===== src/rtl/if_id_buffer_if.sv =====
// Fetch-to-decode bus for the IF/ID buffer: the upstream fetch handshake, the
// downstream decode handshake, the redirect flush and the occupancy debug view.
interface if_id_buffer_if #(
  parameter int XLEN = 32
);
  // valid/ready: an entry moves across a side on a rising edge where valid and
  // ready are both high; the sender holds its payload stable while valid is high
  // and ready is low, and flush_i cancels any transfer on the same edge.
  logic [XLEN-1:0] pc_i;
  logic [XLEN-1:0] inst_i;
  logic            valid_i;
  logic            ready_o;
  logic            flush_i;
  logic [XLEN-1:0] pc_o;
  logic [XLEN-1:0] inst_o;
  logic            valid_o;
  logic            ready_i;
  logic [1:0]      count_o;

  modport slave (
    input  pc_i,
    input  inst_i,
    input  valid_i,
    input  flush_i,
    input  ready_i,
    output ready_o,
    output pc_o,
    output inst_o,
    output valid_o,
    output count_o
  );

  modport master (
    output pc_i,
    output inst_i,
    output valid_i,
    output flush_i,
    output ready_i,
    input  ready_o,
    input  pc_o,
    input  inst_o,
    input  valid_o,
    input  count_o
  );
endinterface


===== src/rtl/if_id_buffer.sv =====
// IF/ID decoupling stage: a 2-entry skid FIFO of {pc, inst} pairs with fully
// registered handshakes, so decode can stall without fetch dropping a word.
module if_id_buffer #(
  parameter int              XLEN     = 32,
  parameter logic [XLEN-1:0] NOP_INST = 32'h00000013
) (
  input logic           clk_i,
  input logic           rst_i,
  if_id_buffer_if.slave bus
);

  typedef enum logic [1:0] {
    OCC_EMPTY = 2'd0,
    OCC_ONE   = 2'd1,
    OCC_FULL  = 2'd2
  } occ_e;

  occ_e            occ_q, occ_d;
  logic [XLEN-1:0] e0_pc_q, e0_pc_d;
  logic [XLEN-1:0] e0_inst_q, e0_inst_d;
  logic [XLEN-1:0] e1_pc_q, e1_pc_d;
  logic [XLEN-1:0] e1_inst_q, e1_inst_d;
  logic            valid_q, valid_d;
  logic            ready_q, ready_d;

  logic [XLEN-1:0] in_pc;
  logic [XLEN-1:0] in_inst;
  logic            push;
  logic            pop;

  assign in_pc   = bus.pc_i;
  assign in_inst = bus.inst_i;

  // Both qualifiers use registered ready/valid only, so no input reaches an
  // output of the same side combinationally.
  assign push = bus.valid_i & ready_q & ~bus.flush_i;
  assign pop  = valid_q & bus.ready_i & ~bus.flush_i;

  always_ff @(posedge clk_i or negedge rst_i) begin
    if (!rst_i) begin
      occ_q     <= OCC_EMPTY;
      e0_pc_q   <= '0;
      e0_inst_q <= NOP_INST;
      e1_pc_q   <= '0;
      e1_inst_q <= NOP_INST;
      valid_q   <= 1'b0;
      ready_q   <= 1'b1;
    end else begin
      occ_q     <= occ_d;
      e0_pc_q   <= e0_pc_d;
      e0_inst_q <= e0_inst_d;
      e1_pc_q   <= e1_pc_d;
      e1_inst_q <= e1_inst_d;
      valid_q   <= valid_d;
      ready_q   <= ready_d;
    end
  end

  always_comb begin
    occ_d     = occ_q;
    e0_pc_d   = e0_pc_q;
    e0_inst_d = e0_inst_q;
    e1_pc_d   = e1_pc_q;
    e1_inst_d = e1_inst_q;

    if (bus.flush_i) begin
      occ_d     = OCC_EMPTY;
      e0_pc_d   = '0;
      e0_inst_d = NOP_INST;
      e1_pc_d   = '0;
      e1_inst_d = NOP_INST;
    end else begin
      case (occ_q)
        OCC_EMPTY: begin
          if (push) begin
            e0_pc_d   = in_pc;
            e0_inst_d = in_inst;
            occ_d     = OCC_ONE;
          end
        end
        OCC_ONE: begin
          if (push && pop) begin
            e0_pc_d   = in_pc;
            e0_inst_d = in_inst;
          end else if (push) begin
            e1_pc_d   = in_pc;
            e1_inst_d = in_inst;
            occ_d     = OCC_FULL;
          end else if (pop) begin
            e0_pc_d   = '0;
            e0_inst_d = NOP_INST;
            occ_d     = OCC_EMPTY;
          end
        end
        OCC_FULL: begin
          // ready_q is low here, so only a pop can happen.
          if (pop) begin
            e0_pc_d   = e1_pc_q;
            e0_inst_d = e1_inst_q;
            e1_pc_d   = '0;
            e1_inst_d = NOP_INST;
            occ_d     = OCC_ONE;
          end
        end
        default: begin
          occ_d     = OCC_EMPTY;
          e0_pc_d   = '0;
          e0_inst_d = NOP_INST;
          e1_pc_d   = '0;
          e1_inst_d = NOP_INST;
        end
      endcase
    end

    valid_d = (occ_d != OCC_EMPTY);
    ready_d = (occ_d != OCC_FULL);
  end

  assign bus.pc_o    = e0_pc_q;
  assign bus.inst_o  = e0_inst_q;
  assign bus.valid_o = valid_q;
  assign bus.ready_o = ready_q;
  assign bus.count_o = occ_q;

endmodule

===== src/flat_wrapper.sv =====
// flat-port wrapper written by rule: the top's interface ports become plain ports
module if_id_buffer_flat 
#(
  parameter int              XLEN     = 32,
  parameter logic [XLEN-1:0] NOP_INST = 32'h00000013
)
  (clk_i, rst_i, bus_pc_i, bus_inst_i, bus_valid_i, bus_flush_i, bus_ready_i, bus_ready_o, bus_pc_o, bus_inst_o, bus_valid_o, bus_count_o);
  if_id_buffer_if #(.XLEN(XLEN)) bus_i ();
  input logic clk_i;
  input logic rst_i;
  input wire logic [$bits(bus_i.pc_i)-1:0] bus_pc_i;
  input wire logic [$bits(bus_i.inst_i)-1:0] bus_inst_i;
  input wire logic [$bits(bus_i.valid_i)-1:0] bus_valid_i;
  input wire logic [$bits(bus_i.flush_i)-1:0] bus_flush_i;
  input wire logic [$bits(bus_i.ready_i)-1:0] bus_ready_i;
  output wire logic [$bits(bus_i.ready_o)-1:0] bus_ready_o;
  output wire logic [$bits(bus_i.pc_o)-1:0] bus_pc_o;
  output wire logic [$bits(bus_i.inst_o)-1:0] bus_inst_o;
  output wire logic [$bits(bus_i.valid_o)-1:0] bus_valid_o;
  output wire logic [$bits(bus_i.count_o)-1:0] bus_count_o;
  assign bus_i.pc_i = bus_pc_i;
  assign bus_i.inst_i = bus_inst_i;
  assign bus_i.valid_i = bus_valid_i;
  assign bus_i.flush_i = bus_flush_i;
  assign bus_i.ready_i = bus_ready_i;
  assign bus_ready_o = bus_i.ready_o;
  assign bus_pc_o = bus_i.pc_o;
  assign bus_inst_o = bus_i.inst_o;
  assign bus_valid_o = bus_i.valid_o;
  assign bus_count_o = bus_i.count_o;
  if_id_buffer #(.XLEN(XLEN), .NOP_INST(NOP_INST)) u_core (.clk_i(clk_i), .rst_i(rst_i), .bus(bus_i));
endmodule

===== config.mk =====
export PLATFORM = sky130hd
export DESIGN_NAME = if_id_buffer_flat
export DESIGN_NICKNAME = d
export VERILOG_FILES = /design/src/rtl/if_id_buffer_if.sv /design/src/rtl/if_id_buffer.sv /design/src/flat_wrapper.sv
export SDC_FILE = /design/constraint.sdc
export NUM_CORES = 1
export LEC_CHECK = 0
export CAP_MARGIN = 20
export CORE_AREA = 2 2 115 117
export CTS_BUF_LIST = sky130_fd_sc_hd__clkbuf_4
export DETAILED_ROUTE_END_ITERATION = 6
export DIE_AREA = 0 0 117 119
export GPL_ROUTABILITY_DRIVEN = 0
export PLACE_DENSITY = 0.91
export SETUP_SLACK_MARGIN = 0.02
export SLEW_MARGIN = 10
export SYNTH_ARGS = -nofsm -noshare
export SYNTH_HDL_FRONTEND = slang
export SYNTH_SLANG_ARGS = --single-unit

===== constraint.sdc =====
create_clock -name clk_i -period 3.8 [get_ports clk_i]
set_input_delay 0.57 -clock clk_i [delete_from_list [all_inputs] [get_ports clk_i]]
set_output_delay 0.57 -clock clk_i [all_outputs]
set_load 0.01 [all_outputs]

### Word-level counts from Yosys, hierarchy flattened

Cells that the tools add are included.

* equality and inequality tests: 10
* multiplexer cells: 27
* bitwise gates (word level): 5
* reductions and logical operators: 5

Operator list (number)
* two-way mux 32 bit: 16
* one-hot mux 32 bit (3 select lines): 4
* two-way mux 2 bit: 6
* != test 3 x 2 -> 1 bit, second input constant: 3
* AND reduction 4 bit: 2
* one-hot mux 2 bit (3 select lines): 1
* bitwise AND 1 bit: 4
* != test 2 bit, second input constant: 2
* != test 4 x 2 -> 1 bit, second input constant: 1
* != test 4 bit, second input constant: 1
* != test 3 bit, second input constant: 1
* equality test 2 x 1 -> 1 bit, second input constant: 1
* equality test 2 bit, second input constant: 1
* logical NOT 2 bit: 1
* nonzero test 2 bit: 1
* logical AND 1 bit: 1
* NOT 1 bit: 1

* bits in registers: 132
* input bits: 69
* word-level logic and storage cells: 54

### Depth between registers and ports, before layout

* word-level depth: 8
* gate-level depth with buffers: 8
* mapped depth without buffers: 4

### Worst setup path before layout

No wires, ideal clock.

* kind: input -> register
* from: input port bus_flush_i
* to: register u_core.e0_inst_q[10], in the netlist u_core.bus.inst_o[10]
* library setup time: 75 ps
* data arrival time: 1615 ps
* required time: 3725 ps
* path slack: 2110 ps
* stages: 5
* path buffers: 2
* cells stage by stage: buf_2 nor4_4 clkbuf_1 a21oi_1 o2bb2ai_2

* longest elaborated chain between the ends: 6
* elaborated cells between the ends (all ways): 12
* classes of those cells: 4 x eq/ne; 3 x mux; 3 x bitwise; 2 x reduce/logical

Ends and longest elaborated chain
* start, declared: RTL line flat_wrapper.sv:14 `input wire logic [$bits(bus_i.flush_i)-1:0] bus_flush_i;`
* NOT 1 bit: RTL line if_id_buffer.sv:36, if_id_buffer.sv:37
* bitwise AND 1 bit (on tied branches): RTL line if_id_buffer.sv:36, if_id_buffer.sv:37
* logical AND 1 bit: RTL line if_id_buffer.sv:82 `if (push && pop) begin`
* two-way mux 32 bit: RTL line if_id_buffer.sv:82
* one-hot mux 32 bit (3 select lines): RTL line if_id_buffer.sv:73 `case (occ_q)`
* two-way mux 32 bit: RTL line if_id_buffer.sv:66 `if (bus.flush_i) begin`
* end signal, assigned: RTL line if_id_buffer.sv:51 `e0_inst_q <= e0_inst_d;`
* end, declared: RTL line if_id_buffer.sv:20 `logic [XLEN-1:0] e0_inst_q, e0_inst_d;`

Several ways; a longest one is shown, not always the timed one.
A chain may end at the register's enable or synchronous reset.

### Final worst setup path

* from: register u_core.occ_q[0], in the netlist u_core.bus.count_o[0]
* to: output port bus_count_o[0]

RTL lines
* start, declared: RTL line if_id_buffer.sv:18 `occ_e occ_q, occ_d;`
* start signal, assigned: RTL line if_id_buffer.sv:41 `occ_q <= OCC_EMPTY;`
* start signal, assigned: RTL line if_id_buffer.sv:49 `occ_q <= occ_d;`
* end, declared: RTL line flat_wrapper.sv:20 `output wire logic [$bits(bus_i.count_o)-1:0] bus_count_o;`

No word-level cell between the ends.

==> impl_metrics.toml <==
[cts]
root_buffer = "clkbuf_4"
cts_tree = "yes"
ctsResizeCount = 0
cts_made_buffers = 17
cts.sinks = 132
ctsHoldBuffers = 0
clockBufferDepth = 2
insertion_delay_ns = 0.52
post_cts_buffers = 0
clk_pin_slew_ns = 0.11
cts-htree-levels = 4

[hold_path]
worstHoldPathType = "in2async"

[detailed_routing]
routed_via_density = 5.87
ant_nets = 0
num_vias = 5644
first_pass_iters = 5
drt-total-wl_um = 17400
wire_per_inst_um = 18.1
drt_iter0_markers = 393
route.detailed.drc = 0

[synthesis]
ys_ff_latch = 132
synth_nets = 733
synth_edf_count = 0
syn_avg_cell_area_um2 = 11.0
async_flop_share_pct = 100
ys_types = 32
syn_area_mm2 = 0.00728
yosysWarnings = 0
synth_seq_area_share_pct = 45.5
syn_inst = 664
synth_flop_cell = "dfrtp_1"

[worst_setup_path]
worstSetupPathType = "reg2out"
cp-start-kind = "flop"
end_kind = "output port"
slowest_stage = "dfrtp_2"
path_delay_family = "buffers and inverters"
critical_path_buf_inv_count = 2
path_max_fanout = 35
crit_path_max_incr_delay_ns = 0.80
crit_arrival_ns = 2.44
crit_required_ns = 3.23
path_cells = "buf_4, clkdlybuf4s50_1"

[cells_and_area]
diodes = 0
syn_to_final_growth_pct = 22.5
nets = 844
layout-drive-gt1-share_pct = 14.5

[global_routing]
first_global_vias = 5850
grt_pass1_wl_um = 28900
grt_max_degree = 75
overflow = 0
antenna_found_initial = 0
gr-usage-all-layers_pct = 26.2

[die]
core-area_mm2 = 0.0129
rows = 42
die-height_um = 119
die_area_mm2 = 0.0139
ios = 137
die_w_um = 117
start_util_pct = 56.5

[power_and_ir_drop]
total_power_mw = 3.63
leakage_nw = 3.53
powerDensity_mw_per_mm2 = 407
ir_worst_vdd_v = 0.000230

[status]
status = "completed"

[run]
cap_violations = 0

[timing]
fin_crit_sh_pct = 79.2
drv_slew = 0
rsz0062_at_grt = "no"
hold_ws_ns = 0.0995
tightest_slew_ns = 0.778
hold_viol_final = 0
max_freq_ghz = 0.332
post-route-min-period_ns = 3.01
relSlewSlack_pct = 48.1
finalSetupTns_ns = 0
skew_ns = 0.0169
setup_viol = 0

[placement]
dp_hpwl_um = 11500
port_buffers = 136
==> synth_stat cells, types with 2 or more instances <==
library cell / n / area [µm²]
dfrtp_1: 125 / 3130
a21oi_1: 66 / 330
inv_1: 4 / 15.0
nand2b_1: 61 / 382
o21ai_0: 2 / 10.0
o2bb2ai_2: 60 / 901
or3_1: 3 / 18.8
nor2_1: 69 / 259
buf_4: 9 / 67.6
dfstp_2: 7 / 184
nand2_1: 65 / 244
mux2i_1: 123 / 1230
buf_2: 14 / 70.1
a31oi_1: 2 / 12.5
a22oi_1: 3 / 22.5
clkbuf_1: 19 / 71.3
buf_6: 14 / 158
nor2b_1: 4 / 25.0
==> final cells by class <==
type | instances | area [µm²]
multi-input combinational | 472 | 3600
clock buffer | 19 | 143
fill | 903 | 3960
tap | 176 | 220
sequential | 132 | 3320
inverter | 4 | 15.0
timing repair buffer | 148 | 1510
clock inverter | 10 | 118
==> layer usage <==
| layer | part of all wire [%] | global-route usage (%) | vias up | wire (µm) |
|---|---|---|---|---|
| met5 | 0 | 0 | - | 0 |
| met4 | 2.3 | 10.4 | 0 | 392 |
| met3 | 5.4 | 5.55 | 40 | 940 |
| met2 | 48 | 40.8 | 226 | 8370 |
| li1 | - | - | 2550 | - |
| met1 | 44 | 35.9 | 2828 | 7680 |
==> cells in the final DEF, fill, tap and decap left out, types with 2 or more instances in the layout <==
master / n
clkdlybuf4s50_1: 134
mux2i_1: 123
dfrtp_1: 123
nor2_1: 69
a21oi_1: 66
nand2_1: 65
nand2b_1: 61
o2bb2ai_2: 60
clkbuf_4: 19
buf_4: 8
dfstp_2: 7
clkinv_1: 6
buf_12: 5
inv_1: 4
or3_1: 3
nor2b_1: 3
a22oi_1: 3
bufinv_16: 3
nor2b_4: 2
a31oi_1: 2
o21ai_0: 2
==> metrics by stage <==
step                      instances  setup WS, ns  cell area [µm²]  utilization [%]
after CTS                       961         0.787             8920             69.3
after detailed placement        932          1.06             8660             67.2
after global routing            961         0.647             8920             69.3
after global placement          932          1.12             8660             67.2
final                           961         0.791             8920             69.3
after floorplan                 664          2.11             7280                -
==> sequential cells by signal (all words and copies together) (netlist names) <==
register            flops
u_core.bus.inst_o      32
u_core.e1_pc_q         32
u_core.bus.valid_o      1
u_core.e1_inst_q       32
u_core.bus.pc_o        32
u_core.bus.count_o      2
u_core.bus.ready_o      1
==> worst paths after layout <==
kind	start	end	slack, ns	depth (start not counted)
max reg2reg	u_core.bus.count_o[1]$_DFF_PN0_	u_core.bus.pc_o[10]$_DFFE_PN0P_	1.30	5
min reg2reg	u_core.bus.inst_o[31]$_DFFE_PN0P_	u_core.bus.inst_o[31]$_DFFE_PN0P_	0.50	1
max in group asynchronous	rst_i	u_core.e1_inst_q[4]$_DFFE_PN1P_	2.77	2
max	u_core.bus.count_o[0]$_DFF_PN0_	bus_count_o[0]	0.79	2
min	rst_i	u_core.e1_pc_q[24]$_DFFE_PN0P_	0.1	1
min in group clk_i	u_core.bus.inst_o[31]$_DFFE_PN0P_	u_core.bus.inst_o[31]$_DFFE_PN0P_	0.50	1
==> power breakdown <==
| group | internal [mW] | switching (mW) | total [mW] |
|---|---|---|---|
| clock network | 0.447 | 0.492 | 0.939 |
| registers | 1.52 | 0.122 | 1.64 |
| logic | 0.497 | 0.557 | 1.05 |
| total | 2.46 | 1.17 | 3.63 |
==> kinds of logic after synthesis <==
kind of cell / Yosys count / share of synthesized area, %
compound gates: 141 / 18.6
xor+xnor: 1 / 0.120
buf+inv: 60 / 5.24
flops: 132 / 45.5
mux: 123 / 16.9
simple gates: 207 / 13.6
(Power assumes the default switching activity.)
